### config.mk
export PLATFORM = sky130hd
export DESIGN_NAME = voice_allocator
export DESIGN_NICKNAME = d
export VERILOG_FILES = /design/src/rtl/voice_allocator.sv
export SDC_FILE = /design/constraint.sdc
export NUM_CORES = 1
export LEC_CHECK = 0
export BUFFER_PORTS_ARGS = -buffer_cell sky130_fd_sc_hd__buf_2
export CAP_MARGIN = 20
export CORE_UTILIZATION = 45
export CTS_CLUSTER_DIAMETER = 60
export CTS_CLUSTER_SIZE = 20
export DETAILED_ROUTE_END_ITERATION = 10
export GPL_TIMING_DRIVEN = 0
export MAX_ROUTING_LAYER = met4
export PLACE_DENSITY = 0.63
export SETUP_SLACK_MARGIN = 0.02
export SLEW_MARGIN = 25
export SYNTH_ARGS = -nofsm -noshare
export SYNTH_HDL_FRONTEND = slang
export SYNTH_SLANG_ARGS = --single-unit
### constraint.sdc
create_clock -name clk -period 6.25 [get_ports clk]
set_clock_uncertainty 0.2 [all_clocks]
set_input_delay 1.25 -clock clk [delete_from_list [all_inputs] [get_ports clk]]
set_output_delay 1.25 -clock clk [all_outputs]
set_load 0.02 [all_outputs]
### src/rtl/voice_allocator.sv
// Polyphonic voice scheduler: maps note-on/off events onto VOICES envelope gates,
// reusing a matching voice, taking a free one, or stealing the oldest.
module voice_allocator #(
    parameter int VOICES    = 4,
    parameter int NOTE_BITS = 7,
    parameter int AGE_BITS  = 8
) (
    input  logic                          clk,
    input  logic                          reset,
    input  logic                          ev_valid,
    output logic                          ev_ready,
    input  logic                          ev_note_on,
    input  logic [NOTE_BITS-1:0]          ev_note,
    input  logic [VOICES-1:0]             voice_active,
    output logic [VOICES-1:0]             gate,
    output logic [VOICES*NOTE_BITS-1:0]   voice_note,
    output logic                          alloc_valid,
    output logic [$clog2(VOICES)-1:0]     alloc_voice,
    output logic                          alloc_stolen
);
    localparam int IDX_W = $clog2(VOICES);

    localparam logic [1:0] IDLE   = 2'd0;
    localparam logic [1:0] LOOKUP = 2'd1;
    localparam logic [1:0] GAP    = 2'd2;
    localparam logic [1:0] ASSIGN = 2'd3;

    logic [1:0]           state;
    logic                 note_on_p0;
    logic [NOTE_BITS-1:0] note_p0;
    logic [IDX_W-1:0]     target;
    logic                 stolen;
    logic [AGE_BITS-1:0]  age [VOICES];

    logic                 match_hit, free_hit, rel_hit, busy_hit;
    logic [IDX_W-1:0]     match_idx, free_idx, rel_idx, busy_idx;
    logic [AGE_BITS-1:0]  rel_age, busy_age;
    logic [IDX_W-1:0]     lk_target;
    logic                 lk_stolen;
    logic [1:0]           lk_next;

    function automatic logic [AGE_BITS-1:0] age_inc(input logic [AGE_BITS-1:0] a);
        return (&a) ? a : a + 1'b1;
    endfunction

    assign ev_ready = (state == IDLE);

    // Candidate search; strict '>' keeps age ties on the lowest index.
    always_comb begin
        match_hit = 1'b0; match_idx = '0;
        free_hit  = 1'b0; free_idx  = '0;
        rel_hit   = 1'b0; rel_idx   = '0; rel_age  = '0;
        busy_hit  = 1'b0; busy_idx  = '0; busy_age = '0;
        for (int i = 0; i < VOICES; i++) begin
            if (!match_hit && gate[i] && voice_note[i*NOTE_BITS +: NOTE_BITS] == note_p0) begin
                match_hit = 1'b1;
                match_idx = IDX_W'(i);
            end
            if (!free_hit && !gate[i] && !voice_active[i]) begin
                free_hit = 1'b1;
                free_idx = IDX_W'(i);
            end
            if (!gate[i] && voice_active[i] && (!rel_hit || age[i] > rel_age)) begin
                rel_hit = 1'b1;
                rel_idx = IDX_W'(i);
                rel_age = age[i];
            end
            if (gate[i] && (!busy_hit || age[i] > busy_age)) begin
                busy_hit = 1'b1;
                busy_idx = IDX_W'(i);
                busy_age = age[i];
            end
        end
    end

    always_comb begin
        lk_target = '0;
        lk_stolen = 1'b0;
        lk_next   = IDLE;
        if (note_on_p0) begin
            if (match_hit) begin
                lk_target = match_idx;
                lk_next   = GAP;
            end else if (free_hit) begin
                lk_target = free_idx;
                lk_next   = ASSIGN;
            end else if (rel_hit) begin
                lk_target = rel_idx;
                lk_stolen = 1'b1;
                lk_next   = GAP;
            end else begin
                lk_target = busy_idx;
                lk_stolen = 1'b1;
                lk_next   = GAP;
            end
        end else if (match_hit) begin
            lk_target = match_idx;
            lk_next   = ASSIGN;
        end
    end

    always_ff @(posedge clk or negedge reset) begin
        if (!reset) begin
            state        <= IDLE;
            gate         <= '0;
            voice_note   <= '0;
            alloc_valid  <= 1'b0;
            alloc_voice  <= '0;
            alloc_stolen <= 1'b0;
            for (int i = 0; i < VOICES; i++) age[i] <= '0;
        end else begin
            alloc_valid <= 1'b0;
            case (state)
                IDLE:   if (ev_valid) state <= LOOKUP;
                LOOKUP: state <= lk_next;
                GAP: begin
                    gate[target] <= 1'b0;
                    state        <= ASSIGN;
                end
                ASSIGN: begin
                    state <= IDLE;
                    if (note_on_p0) begin
                        gate[target]                             <= 1'b1;
                        voice_note[target*NOTE_BITS +: NOTE_BITS] <= note_p0;
                        alloc_valid                              <= 1'b1;
                        alloc_voice                              <= target;
                        alloc_stolen                             <= stolen;
                        for (int i = 0; i < VOICES; i++)
                            age[i] <= (IDX_W'(i) == target) ? '0 : age_inc(age[i]);
                    end else begin
                        // Matched note-off: release the gate only; ages untouched.
                        gate[target] <= 1'b0;
                    end
                end
                default: state <= IDLE;
            endcase
        end
    end

    always_ff @(posedge clk) begin
        if (state == IDLE && ev_valid) begin
            note_on_p0 <= ev_note_on;
            note_p0    <= ev_note;
        end
        if (state == LOOKUP) begin
            target <= lk_target;
            stolen <= lk_stolen;
        end
    end

endmodule

* Word level (Yosys, flattened, before mapping) *
Index checks and enable logic that the tools add are counted.

storage, ports and cells
  flip-flop bits (word level) = 81
  input port bits = 15
  logic and storage cells = 174

cells by class
  add/subtract/negate cells = 5
  multipliers = 1
  magnitude comparators = 8
  eq/ne operators = 15
  shift operators = 2
  multiplexer cells = 60
  bitwise gates (word level) = 4
  reduce and logical (&&, ||, !) cells = 65

operators with widths
  operator                                                                 count
  8-bit two-way mux                                                        14
  8-bit > comparator                                                       6
  5-bit negator with 34-bit output                                         1
  7-bit by 34-bit variable shift with 28-bit output, first input constant  1
  7-bit by 34-bit variable part select with 28-bit output                  1
  8-bit by 1-bit adder with 8-bit output, second input constant            4
  2-bit two-way mux                                                        16
  8-bit AND reduction                                                      4
  28-bit bitwise mux                                                       1
  7-bit equality test                                                      4
  1-bit logical AND                                                        26
  1-bit two-way mux                                                        25
  1-bit logical NOT                                                        20
  3-bit AND reduction                                                      4
  2-bit inequality test, second input constant                             5
  2-bit one-hot mux with 4 select lines                                    1
  4-bit one-hot mux with 2 select lines                                    1
  1-bit logical OR                                                         6
  2-bit by 3-bit multiplier with 5-bit output, second input constant       1
  4-bit bitwise AND                                                        1
  2-bit equality test, first input constant                                2
  2-bit equality test, second input constant                               2
  2-bit logical NOT                                                        2
  4-bit two-way mux                                                        1
  11 further kinds                                                         11

* Longest topological paths before layout *
  word-level depth = 19
  mapped depth = 28

* Worst setup path before layout *
Ideal clock, no wire load.

  kind = input-to-reg
  from = input voice_active[0]
  to = register target[1], data pin
  library setup time = 0.264 ns
  arrival time = 5.500 ns
  data required time = 5.786 ns
  path slack = 0.286 ns
  cell stages on the path = 26
  path buffers = 3
  path through = nor2b_1 -> buf_2 -> nand2_1 -> ha_1 -> a211oi_1 -> o2111ai_1 -> o211ai_1 -> a21oi_2 -> buf_2 -> nor2_1 -> a21oi_1 -> ha_1 -> and4_1 -> o21ai_1 -> o221ai_1 -> a21oi_1 -> buf_2 -> mux2_2 -> ha_1 -> nor2b_1 -> o211ai_1 -> a21oi_1 -> o221ai_1 -> nand2b_1 -> o211ai_1 -> a31oi_1

between the ends
  cells in the longest elaborated chain, start to end = 18

ends and longest elaborated chain
  element                                                        RTL line  source
  start, declared                                                14        input logic [VOICES-1:0] voice_active,
  1-bit logical AND / 1-bit logical NOT (equally long branches)  63, 59
  8-bit two-way mux (tied with other cells)                      63        if (!gate[i] && voice_active[i] && (!rel_hit || age[i] > rel_age)) begin
  8-bit > comparator (tied with other cells)                     63
  1-bit logical OR / 1-bit logical NOT (equally long branches)   63, 59
  1-bit logical AND, on equally long branches                    63, 59
  8-bit two-way mux (tied with other cells)                      63
  8-bit > comparator (tied with other cells)                     63
  1-bit logical OR / 1-bit logical NOT (equally long branches)   63, 59
  [... 3 more ...]                                               n/a
  1-bit logical OR / 1-bit logical NOT (equally long branches)   63, 59
  1-bit logical AND, on equally long branches                    63, 59
  2-bit two-way mux (tied with other cells)                      63
  2-bit two-way mux (tied with other cells)                      87        end else if (rel_hit) begin
  2-bit two-way mux *                                            84        end else if (free_hit) begin
  2-bit two-way mux *                                            81        if (match_hit) begin
  2-bit two-way mux *                                            80        if (note_on_p0) begin
  via lk_target[1]                                               38        logic [IDX_W-1:0] lk_target;
  end signal, assigned                                           146       target <= lk_target;
  end, declared                                                  31        logic [IDX_W-1:0] target;

The timed path passes the listed nets; every way through them passes the cells marked *.
A chain may end at the register's enable or synchronous reset.

* Final worst setup path *
Ends and elaborated chain as after synthesis.

==> impl_metrics.py <==
metrics = {
    "critical_path": {
        "critical_path.slowest_cell": "mux2_2",
        "path_max_fanout": 9,
        "critPathLaunchType": "input pin",
        "end_kind": "register",
        "r2r_setup_slack_ns": 0.47,
        "worstSetupPathType": "input pin to register",
        "slowest_delay_ns": 0.36,
        "worstPathRequired_ns": 6.14,
        "crit_arrival_ns": 5.83,
    },
    "final_layout": {
        "drive_gt1_share_pct": 19.2,
        "final_nets": 794,
        "area_delta_synth_final_pct": 16.6,
        "diodes": 0,
        "final_cell_mix": "nand2_1, dfrtp_1, o21ai_0",
        "final_area_mm2": 0.00672,
        "layout_commonest_cell": "nand2_1",
        "post-route-util_pct": 54.8,
        "fin_cells": 892,
    },
    "outcome": {
        "status": "finished clean",
    },
    "place": {
        "placed_cell_area_mm2": 0.00625,
        "dp.cells": 865,
        "hpwl_mm": 11.4,
        "pre_cts_slack_ns": -0.737,
        "io_buffers": 51,
        "gp_congestion": 0.891,
    },
    "floorplan": {
        "dieArea_mm2": 0.0133,
        "die_w_um": 115,
        "core_area_mm2": 0.0123,
        "die_height_um": 115,
        "initial_core_util_pct": 47.0,
        "num_rows": 40,
        "io_pins": 52,
    },
    "power": {
        "power.share.switching_pct": 43.9,
        "power_mw": 2.90,
        "pwr-share-clk_pct": 18.9,
        "combPwrFrac_pct": 51.1,
        "p_sw_mw": 1.27,
        "leakagePower_nw": 2.94,
        "power_density_mw_per_mm2": 432,
        "ir_drop_mv": 0.224,
        "power.internal_mw": 1.63,
        "seqPwrFrac_pct": 30.0,
    },
    "synth": {
        "yosysUniqueCellTypes": 57,
        "avgSynthCellArea_um2": 8.93,
        "syn-num-nets": 720,
        "seq_area_frac_synth_pct": 36.1,
        "synth_edf_count": 11,
        "synthArstFlopShare_pct": 86.4,
        "dominantRegCellSynth": "dfrtp_1",
        "synth_cells": 645,
        "syn_area_mm2": 0.00576,
        "synth-seq-cells": 81,
        "synth-warning-count": 0,
    },
    "clocking": {
        "clock-sinks": 81,
        "cts-root-buf": "clkbuf_16",
        "cts_tree": "built",
        "insertion_delay_ns": 0.36,
        "cts.clk_slew.worst_paths_ns": 0.07,
        "ctsHoldBuffers": 0,
        "cts_inserted_buffers": 9,
        "h-tree-depth": 3,
        "clk_path_buf_depth": 2,
    },
    "global_route": {
        "grt_max_degree": 38,
        "grt_overflow_total": 0,
        "antenna_found_initial": 0,
        "grt_first_pass_wirelength_mm": 24.8,
        "grt_usage_pct": 25.4,
        "grt_pass1_vias": 4861,
    },
    "sta": {
        "worst_pin_slew_ns": 0.867,
        "max-slew-margin-rel_pct": 42.1,
        "max_freq_mhz": 168,
        "setup_viol_count_final": 0,
        "finalWorstSetupSlack_ns": 0.314,
        "final-hold-violation-count": 0,
        "finalMaxSlewViolations": 0,
        "finalCritPeriodShare_pct": 95.0,
        "totalNegativeSetupSlack_ns": 0,
        "rsz0062_at_grt": "yes",
        "fin_crit_ns": 5.94,
        "hold-worst-slack_ns": 0.249,
    },
    "routing": {
        "routed_wl_mm": 15.0,
        "firstDrtPassIters": 5,
        "routedWlPerCell_um": 16.8,
        "drc": 0,
        "num_vias": 4975,
        "drt_iter0_markers": 311,
        "antenna_left": 0,
        "viasPerCell": 5.58,
    },
    "min_path": {
        "hp-class": "register to register",
    },
    "run": {
        "max-cap-violations": 0,
    },
}
[cells in the mapped netlist (all sizes together) (2+ instances only)]
library cell,n,area (um^2)
nand2,110,413
dfrtp,70,1750
o21ai,67,335
ha,60,751
nor2,44,173
a21oi,35,183
xnor2,34,298
inv,31,116
mux2,27,304
nand4,24,150
buf,17,138
nor2b,12,75.1
edfxtp,11,330
clkbuf,9,33.8
nand3,9,57.6
or3,9,61.3
nor3,8,40.0
and2,6,37.5
nand2b,6,45.0
a21o,5,37.5
o211ai,5,37.5
xor2,5,43.8
a211oi,4,30.0
o21a,4,30.0
nor3b,3,22.5
o221ai,3,26.3
o22ai,3,18.8
o41ai,3,52.6
and4,2,17.5
nand3b,2,15.0
nor4,2,12.5
o31a,2,17.5
[layout make-up]
cell class / count / area [um^2]
inverters: 31 / 116
well taps: 168 / 210
plain buffers: 26 / 188
clock inverters: 5 / 42.5
repair buffers: 63 / 362
flip-flops and latches: 81 / 2080
fillers: 1159 / 5550
multi-input cells: 507 / 3450
clock buffers: 11 / 264
[critical path: cells and delay by family]
family                   cells  cell delay [ns]
AO/OA/AOI/OAI               13             1.93
adder cells (fa/ha/maj)      3             0.87
buffers and inverters        4             0.61
multiplexers                 1             0.36
AND/OR/NAND/NOR              6             0.79
[what timing repair did]
action / CTS / global route
gates cloned: 0 / 1
pin swaps: 0 / 5
buffers inserted: 1 / 9
endpoints found under the setup margin: 2 / 2
resized for setup: 5 / 17
[per-layer routing]
metal	GRT usage [%]	vias up	share of wire, %
li1	-	2430	-
met1	34.6	2427	48
met2	38.5	101	46
met3	3.64	17	3.7
met4	8.57	0	1.8
met5	-	-	0
[final timing paths]
kind	cells past startpoint	from	to
worst max-delay path	27	voice_active[0]	target[1]
worst min-delay path	2	stolen	alloc_stolen
worst max register to register	24	register	target[0]
worst min register to register	2	stolen	alloc_stolen
max in group asynchronous	2	reset	age[14]
min in group asynchronous	1	reset	voice_note[5]
[power groups by stage]
| stage | Sequential, mW | Combinational [mW] | Clock, mW |
|---|---|---|---|
| 6_report | 0.869 | 1.48 | 0.549 |
| 5_1_grt | 0.893 | 1.66 | 0.579 |
| 4_1_cts | 0.868 | 1.42 | 0.556 |
| 3_5_place_dp | 0.877 | 1.39 | 0 |
| 3_3_place_gp | 0.870 | 1.35 | 0 |
| 2_1_floorplan | 0.941 | 0.920 | 0 |
[registers in the layout, indices dropped and copies added (netlist names), named ones only]
name	flops
stolen	1
state	1
voice_note	28
note_p0	7
note_on_p0	1
age	32
alloc_voice	2
alloc_valid	1
target	2
alloc_stolen	1
[logic make-up after synthesis]
family	synth area share (%)
multiplexers	5.45
AND/OR/NAND/NOR	19.9
AO/OA/AOI/OAI	14.6
adder cells (fa/ha/maj)	13.0
XOR/XNOR	5.93
buffers and inverters	5.00
flip-flops	36.1
No activity file was read; power rests on OpenSTA's default activity.
